==> config.mk <==
export PLATFORM = sky130hd
export DESIGN_NAME = serial_subtractor
export DESIGN_NICKNAME = d
export VERILOG_FILES = /design/src/rtl/serial_subtractor.sv
export SDC_FILE = /design/constraint.sdc
export NUM_CORES = 1
export LEC_CHECK = 0
export CAP_MARGIN = 20
export CORE_UTILIZATION = 45
export CTS_CLUSTER_SIZE = 12
export DETAILED_ROUTE_END_ITERATION = 10
export HOLD_SLACK_MARGIN = 0.03
export PLACE_DENSITY_LB_ADDON = 0.1
export SKIP_CTS_REPAIR_TIMING = 1
export SLEW_MARGIN = 40
export SYNTH_ARGS = -nofsm -noshare
export SYNTH_HDL_FRONTEND = slang
export SYNTH_SLANG_ARGS = --single-unit
==> constraint.sdc <==
create_clock -name clk -period 1.85 [get_ports clk]
set_clock_uncertainty 0.1 [all_clocks]
set_input_delay 0.4625 -clock clk [delete_from_list [all_inputs] [get_ports clk]]
set_output_delay 0.4625 -clock clk [all_outputs]
set_load 0.02 [all_outputs]
==> src/rtl/serial_subtractor.sv <==
// Bit-serial two's-complement subtractor: diff = a - b, LSB first, one bit per clock.
// Define SERIAL_SUB_OVF_EN to add the registered signed-overflow output ovf.
module serial_subtractor #(
    parameter int WIDTH = 8
) (
    input  logic             clk,
    input  logic             rst_n,
    input  logic             start,
    input  logic [WIDTH-1:0] a,
    input  logic [WIDTH-1:0] b,
    output logic             busy,
    output logic             done,
    output logic [WIDTH-1:0] diff,
    output logic             borrow_out
`ifdef SERIAL_SUB_OVF_EN
    ,
    output logic             ovf
`endif
);

    localparam int CNT_W = (WIDTH > 1) ? $clog2(WIDTH) : 1;
    localparam logic [CNT_W-1:0] CNT_LAST = CNT_W'(WIDTH - 1);

    localparam logic [1:0] ST_IDLE  = 2'd0;
    localparam logic [1:0] ST_SHIFT = 2'd1;
    localparam logic [1:0] ST_DONE  = 2'd2;

    // Full subtractor cell: returns {borrow_next, difference_bit}.
    function automatic logic [1:0] full_sub(input logic ai, input logic bi, input logic bri);
        logic d_bit;
        logic br_nxt;
        d_bit  = ai ^ bi ^ bri;
        br_nxt = (~ai & bi) | (~(ai ^ bi) & bri);
        return {br_nxt, d_bit};
    endfunction

    logic [1:0]       state_q, state_d;
    logic [WIDTH-1:0] a_sr_q, a_sr_d;
    logic [WIDTH-1:0] b_sr_q, b_sr_d;
    logic [WIDTH-2:0] res_q, res_d;
    logic             br_q, br_d;
    logic [CNT_W-1:0] cnt_q, cnt_d;
    logic [WIDTH-1:0] diff_q, diff_d;
    logic             borrow_q, borrow_d;
    logic             busy_q, busy_d;
    logic             done_q, done_d;
    logic [1:0]       bit_s;
    logic [WIDTH-1:0] res_full_s;
`ifdef SERIAL_SUB_OVF_EN
    logic             ovf_q, ovf_d;
`endif

    // Next-state, datapath shift and completion capture.
    always_comb begin
        state_d    = state_q;
        a_sr_d     = a_sr_q;
        b_sr_d     = b_sr_q;
        res_d      = res_q;
        br_d       = br_q;
        cnt_d      = cnt_q;
        diff_d     = diff_q;
        borrow_d   = borrow_q;
`ifdef SERIAL_SUB_OVF_EN
        ovf_d      = ovf_q;
`endif
        bit_s      = full_sub(a_sr_q[0], b_sr_q[0], br_q);
        // Incoming bit enters at the MSB; after WIDTH shifts bit 0 sits at the LSB.
        res_full_s = {bit_s[0], res_q};

        case (state_q)
            ST_IDLE: begin
                if (start) begin
                    a_sr_d  = a;
                    b_sr_d  = b;
                    br_d    = 1'b0;
                    cnt_d   = '0;
                    state_d = ST_SHIFT;
                end else begin
                    state_d = ST_IDLE;
                end
            end
            ST_SHIFT: begin
                a_sr_d = {1'b0, a_sr_q[WIDTH-1:1]};
                b_sr_d = {1'b0, b_sr_q[WIDTH-1:1]};
                br_d   = bit_s[1];
                res_d  = res_full_s[WIDTH-1:1];
                if (cnt_q == CNT_LAST) begin
                    diff_d   = res_full_s;
                    borrow_d = bit_s[1];
`ifdef SERIAL_SUB_OVF_EN
                    // On the last bit the shift-register LSBs are the operand MSBs.
                    ovf_d    = (a_sr_q[0] != b_sr_q[0]) && (bit_s[0] != a_sr_q[0]);
`endif
                    state_d  = ST_DONE;
                end else begin
                    cnt_d    = cnt_q + 1'b1;
                    state_d  = ST_SHIFT;
                end
            end
            ST_DONE: begin
                state_d = ST_IDLE;
            end
            default: begin
                state_d = ST_IDLE;
            end
        endcase

        busy_d = (state_d == ST_SHIFT);
        done_d = (state_d == ST_DONE);
    end

    // State and datapath registers.
    always_ff @(posedge clk or negedge rst_n) begin
        if (!rst_n) begin
            state_q  <= ST_IDLE;
            a_sr_q   <= '0;
            b_sr_q   <= '0;
            res_q    <= '0;
            br_q     <= 1'b0;
            cnt_q    <= '0;
            diff_q   <= '0;
            borrow_q <= 1'b0;
            busy_q   <= 1'b0;
            done_q   <= 1'b0;
        end else begin
            state_q  <= state_d;
            a_sr_q   <= a_sr_d;
            b_sr_q   <= b_sr_d;
            res_q    <= res_d;
            br_q     <= br_d;
            cnt_q    <= cnt_d;
            diff_q   <= diff_d;
            borrow_q <= borrow_d;
            busy_q   <= busy_d;
            done_q   <= done_d;
        end
    end

`ifdef SERIAL_SUB_OVF_EN
    // Overflow flag, updated together with diff.
    always_ff @(posedge clk or negedge rst_n) begin
        if (!rst_n) begin
            ovf_q <= 1'b0;
        end else begin
            ovf_q <= ovf_d;
        end
    end

    assign ovf = ovf_q;
`endif

    assign busy       = busy_q;
    assign done       = done_q;
    assign diff       = diff_q;
    assign borrow_out = borrow_q;

endmodule

# ---- Word-level counts from Yosys, hierarchy flattened
# Index checks and enable logic that the tools add are counted.
dict set report op_classes {
  n_reduce_logical 5
  eq_ne 6
  add_sub_neg 1
  bitwise 7
  n_mux 12
}
# op count
set ops {}
lappend ops {{one-hot mux 8 bit (2 select lines)} 2}
lappend ops {{two-way mux 8 bit} 2}
lappend ops {{two-way mux 3 bit} 2}
lappend ops {{one-hot mux 3 bit (2 select lines)} 1}
lappend ops {{== test 2 x 1 -> 1 bit (second input constant)} 2}
lappend ops {{!= test 2 bit (second input constant)} 2}
lappend ops {{one-hot mux 2 bit (2 select lines)} 1}
lappend ops {{AND reduction 2 bit} 2}
lappend ops {{adder 3 x 1 -> 3 bit (second input constant)} 1}
lappend ops {{== test 3 bit (second input constant)} 1}
lappend ops {{AND reduction 3 bit} 1}
lappend ops {{bitwise AND 1 bit} 2}
lappend ops {{== test 2 bit (second input constant)} 1}
lappend ops {{zero test 2 bit} 1}
lappend ops {{two-way mux 1 bit} 2}
lappend ops {{two-way mux 2 bit} 1}
lappend ops {{NOT 1 bit} 2}
lappend ops {{one-hot mux 1 bit (2 select lines)} 1}
lappend ops {{nonzero test 2 bit} 1}
lappend ops {{bitwise XOR 1 bit} 2}
lappend ops {{OR 1 bit} 1}
dict set report totals {
  elab_cells 41
  in_bits 19
  reg_bits 40
  output_inout_bits 11
}

# ---- Longest topological paths before layout
dict set report logic_depth {
  ltp_word 5
  mapped_depth 6
  mapped_depth_nobuf 5
}

# ---- Least setup slack after synthesis
# No wires, ideal clock.
dict set report synth_timing {
  path_kind {register -> register}
  from {reg cnt_q[0]}
  to {reg diff_q[2] (netlist: diff[2])}
  path_stages_with_launch 6
  arrival_time_ps 1440
  t_required_ps 1625
  synth_period_minus_slack_ps 1664
  setup_slack_ps 186
  cell_sequence {dfrtp_1 > ha_1 > ha_1 > nand3b_1 > buf_6 > mux2_2}
}
dict set report synth_between {
  elab_chain_len 2
}
# item line
set synth_lines {}
lappend synth_lines {{start, declared} 42} ;# logic [CNT_W-1:0] cnt_q, cnt_d;
lappend synth_lines {{start signal, assigned} 131} ;# cnt_q <= cnt_d;
lappend synth_lines {{== test 3 bit} 87} ;# if (cnt_q == CNT_LAST) begin
lappend synth_lines {{AND reduction 2 bit (no line)} n/a}
lappend synth_lines {{end signal, assigned} 132} ;# diff_q <= diff_d;
lappend synth_lines {{end, declared} 43} ;# logic [WIDTH-1:0] diff_q, diff_d;
# No other way between the ends.
# A chain may end at the register's enable or synchronous reset.

# ---- Final worst setup path
dict set report layout_timing {
  from {reg diff_q[7] (netlist: diff[7])}
  to {out diff[7]}
}
# item line
set layout_lines {}
lappend layout_lines {{end, declared} 13} ;# output logic [WIDTH-1:0] diff,
# No word-level cell between the ends.

==> flow_metrics.tcl <==
set metrics [dict create \
    outcome "completed" \
    vdd_drop_max_mv 0.7843 \
    hold_class "in2async" \
    cp_num_buf_inv 1 \
    synth_compound_area_share_pct 14.48 \
    synth_top_family_by_area "compound AO/OA/AOI/OAI gates" \
    hold_viol 0 \
    wirelength_um 3209 \
    pwr_density_cell_mw_per_mm2 1654 \
    clkTransAtPathRegs_ns 0.08 \
    critical_path_peak_fanout 2 \
    antenna_found_initial 0 \
    clock_sinks 40 \
    clk_latency_ns 0.29 \
    max_freq_mhz 554.8 \
    cts_buffers 5 \
    maxSlewHeadroom_pct 67.30 \
    synth_top_area_share_pct 57.93 \
    synthAdderAreaFrac_pct 2.607 \
    place_congestion 0.7676 \
    maxCapViolations 0 \
    period_share_pct 97.43 \
    first_pass_iters 4 \
    pre_cts_ws_ns 0.07807 \
    synth_top_area_cell "dfrtp_1" \
    fp.coreArea_mm2 0.003661 \
    period_minus_slack_ns 1.802 \
    gr-usage-met3_pct 5.357 \
    crit_type "reg2out" \
    viasPerCell 5.341 \
    vias 1223 \
    cpLargestDelayFamily "buffers and inverters" \
    die_area_mm2 0.004092 \
    seq_area_frac_synth_pct 57.93 \
    dp.final_hpwl_um 2303 \
    fin_tns_setup_ns 0 \
    start_util_pct 47.20 \
    leakagePower_nw 0.9678 \
    wl_per_cell_um 14.01 \
    grt_pass1_vias 1304 \
    netlist_top_cells_area "dfrtp_1, mux2_2, o22ai_1, buf_6, nor3_1" \
    cts-htree-levels 2 \
    nNetsFinal 202 \
    cpPeakStageDelay_ns 0.60 \
    grt_usage_pct 18.77 \
    yosys.area_share.simple_pct 9.269 \
    ios 30 \
    setup_violations 0 \
    rsz0062_at_grt "false" \
    final_cell_mix "dfrtp_1, clkdlybuf4s50_1, o22ai_1" \
    clockBufferDepth 2 \
    ys_types 31 \
    met2_usage_pct 32.71 \
    synth_xor_area_share_pct 0 \
    ant_nets 0 \
    final_common_cell "dfrtp_1" \
    syn_inst 141 \
    grt_pass1_wl_um 5623 \
    grt_max_degree 41 \
    end_kind "output pin" \
    syn_nets 163 \
    overflow 0 \
    grt.met1_usage_pct 20.19 \
    port_buffers 29 \
    ys_warn_count 0 \
    gr-max-usage-layer "met2" \
    path_cells "clkdlybuf4s50_1" \
    drc_errors 0 \
    cts_tree "done" \
    arrival_ns 1.24 \
    fin_ws_ns 0.04763 \
    cts-root-buf "clkbuf_8" \
    synth.avg_cell_area_um2 12.25 \
    drive_gt1_share_pct 19.34 \
    worst_slew_pin_slew_ns 0.4904 \
    critical_path_required_ns 1.29 \
    die_width_um 63.97 \
    fp.dieH_um 63.97 \
    netlist_area_mm2 0.001728 \
    critPathLaunchType "flip-flop" \
    area_delta_synth_final_pct 25.92 \
    drtIter0Drc 33 \
    ys_ff_latch 40 \
    n_antenna_cell 0 \
    row_count 22 \
    slew_violations 0 \
    synthMuxAreaShare_pct 9.993 \
    crit_slowest_cell "clkdlybuf4s50_1" \
]
-- worst paths after layout --
path | start | cells past startpoint | end | slack (ns)
setup / recovery | diff[7] | 1 | diff[7] | 0.05
hold / removal | rst_n | 2 | diff[1] | 0.12
setup reg to reg | cnt_q[0] | 5 | diff[5] | 0.11
hold reg to reg | diff[0] | 1 | diff[0] | 0.40
max in group asynchronous | rst_n | 2 | res_q[6] | 1.19
min in group clk | diff[0] | 1 | diff[0] | 0.40
-- sequential cells by signal, indices dropped and copies added (netlist names) --
signal and flops:
a_sr_q 8, b_sr_q 8, diff 8, res_q 7
cnt_q 3, state_q 2, borrow_out 1, br_q 1
busy 1, done 1
-- metrics by stage --
step | instances | hold slack, ns | total power, mW | util [%] | cell area (µm²)
6_report | 229 | 0.1202 | 3.599 | 59.43 | 2176
5_1_grt | 229 | 0.1503 | 3.865 | 59.43 | 2176
4_1_cts | 229 | 0.1296 | 3.646 | 59.36 | 2173
3_5_place_dp | 221 | 0.3916 | 3.057 | 56.90 | 2083
3_3_place_gp | 221 | 0.3719 | 2.976 | 56.90 | 2083
2_1_floorplan | 141 | 0.06691 | 2.578 | - | 1728
-- metal layers --
layer,vias to the layer above,wire [µm]
met5,-,0
met4,0,66
met3,7,137
met2,30,1588
met1,600,1415
li1,586,-
-- cells by family (layout without fill, tap and decap cells) --
| group | count (synthesis) | after routing |
|---|---|---|
| multiplexers | 15 | 15 |
| AND/OR/NAND/NOR | 31 | 31 |
| adder cells (fa/ha/maj) | 3 | 3 |
| AO/OA/AOI/OAI | 37 | 37 |
| buffers and inverters | 15 | 55 |
| flip-flops | 40 | 40 |
-- area by class of cell --
type                            instances  area, µm²
Multi-Input combinational cell         86      628.1
Inverter                                7      26.28
Timing Repair Buffer                   40      370.4
Tap cell                               48      60.06
Clock buffer                            8      90.09
Fill cell                             323       1485
Sequential cell                        40       1001
-- report_power, final --
part	leakage (nW)	internal [mW]	switching, mW
clock	0.0455	0.304	0.278
sequential	0.482	1.28	0.257
combinational	0.440	0.812	0.668
-- Yosys cell counts --
cell,number
buf_6,5
or2b_1,1
buf_4,1
buf_2,1
nand2_1,4
buf_1,1
nor3b_1,2
clkinv_1,1
dfrtp_1,40
a21oi_1,7
mux2_4,1
nor2_1,7
o21ai_0,3
nand3b_1,1
or2_1,1
o22ai_2,1
a22o_1,2
nand2b_1,3
fa_1,1
nand3_1,1
o22ai_1,15
and2_4,1
o21bai_1,1
a22oi_1,1
a2bb2oi_1,5
inv_1,6
o32ai_1,1
ha_1,2
o311ai_1,1
nor3_1,10
mux2_2,14
(Power assumes the default switching activity.)
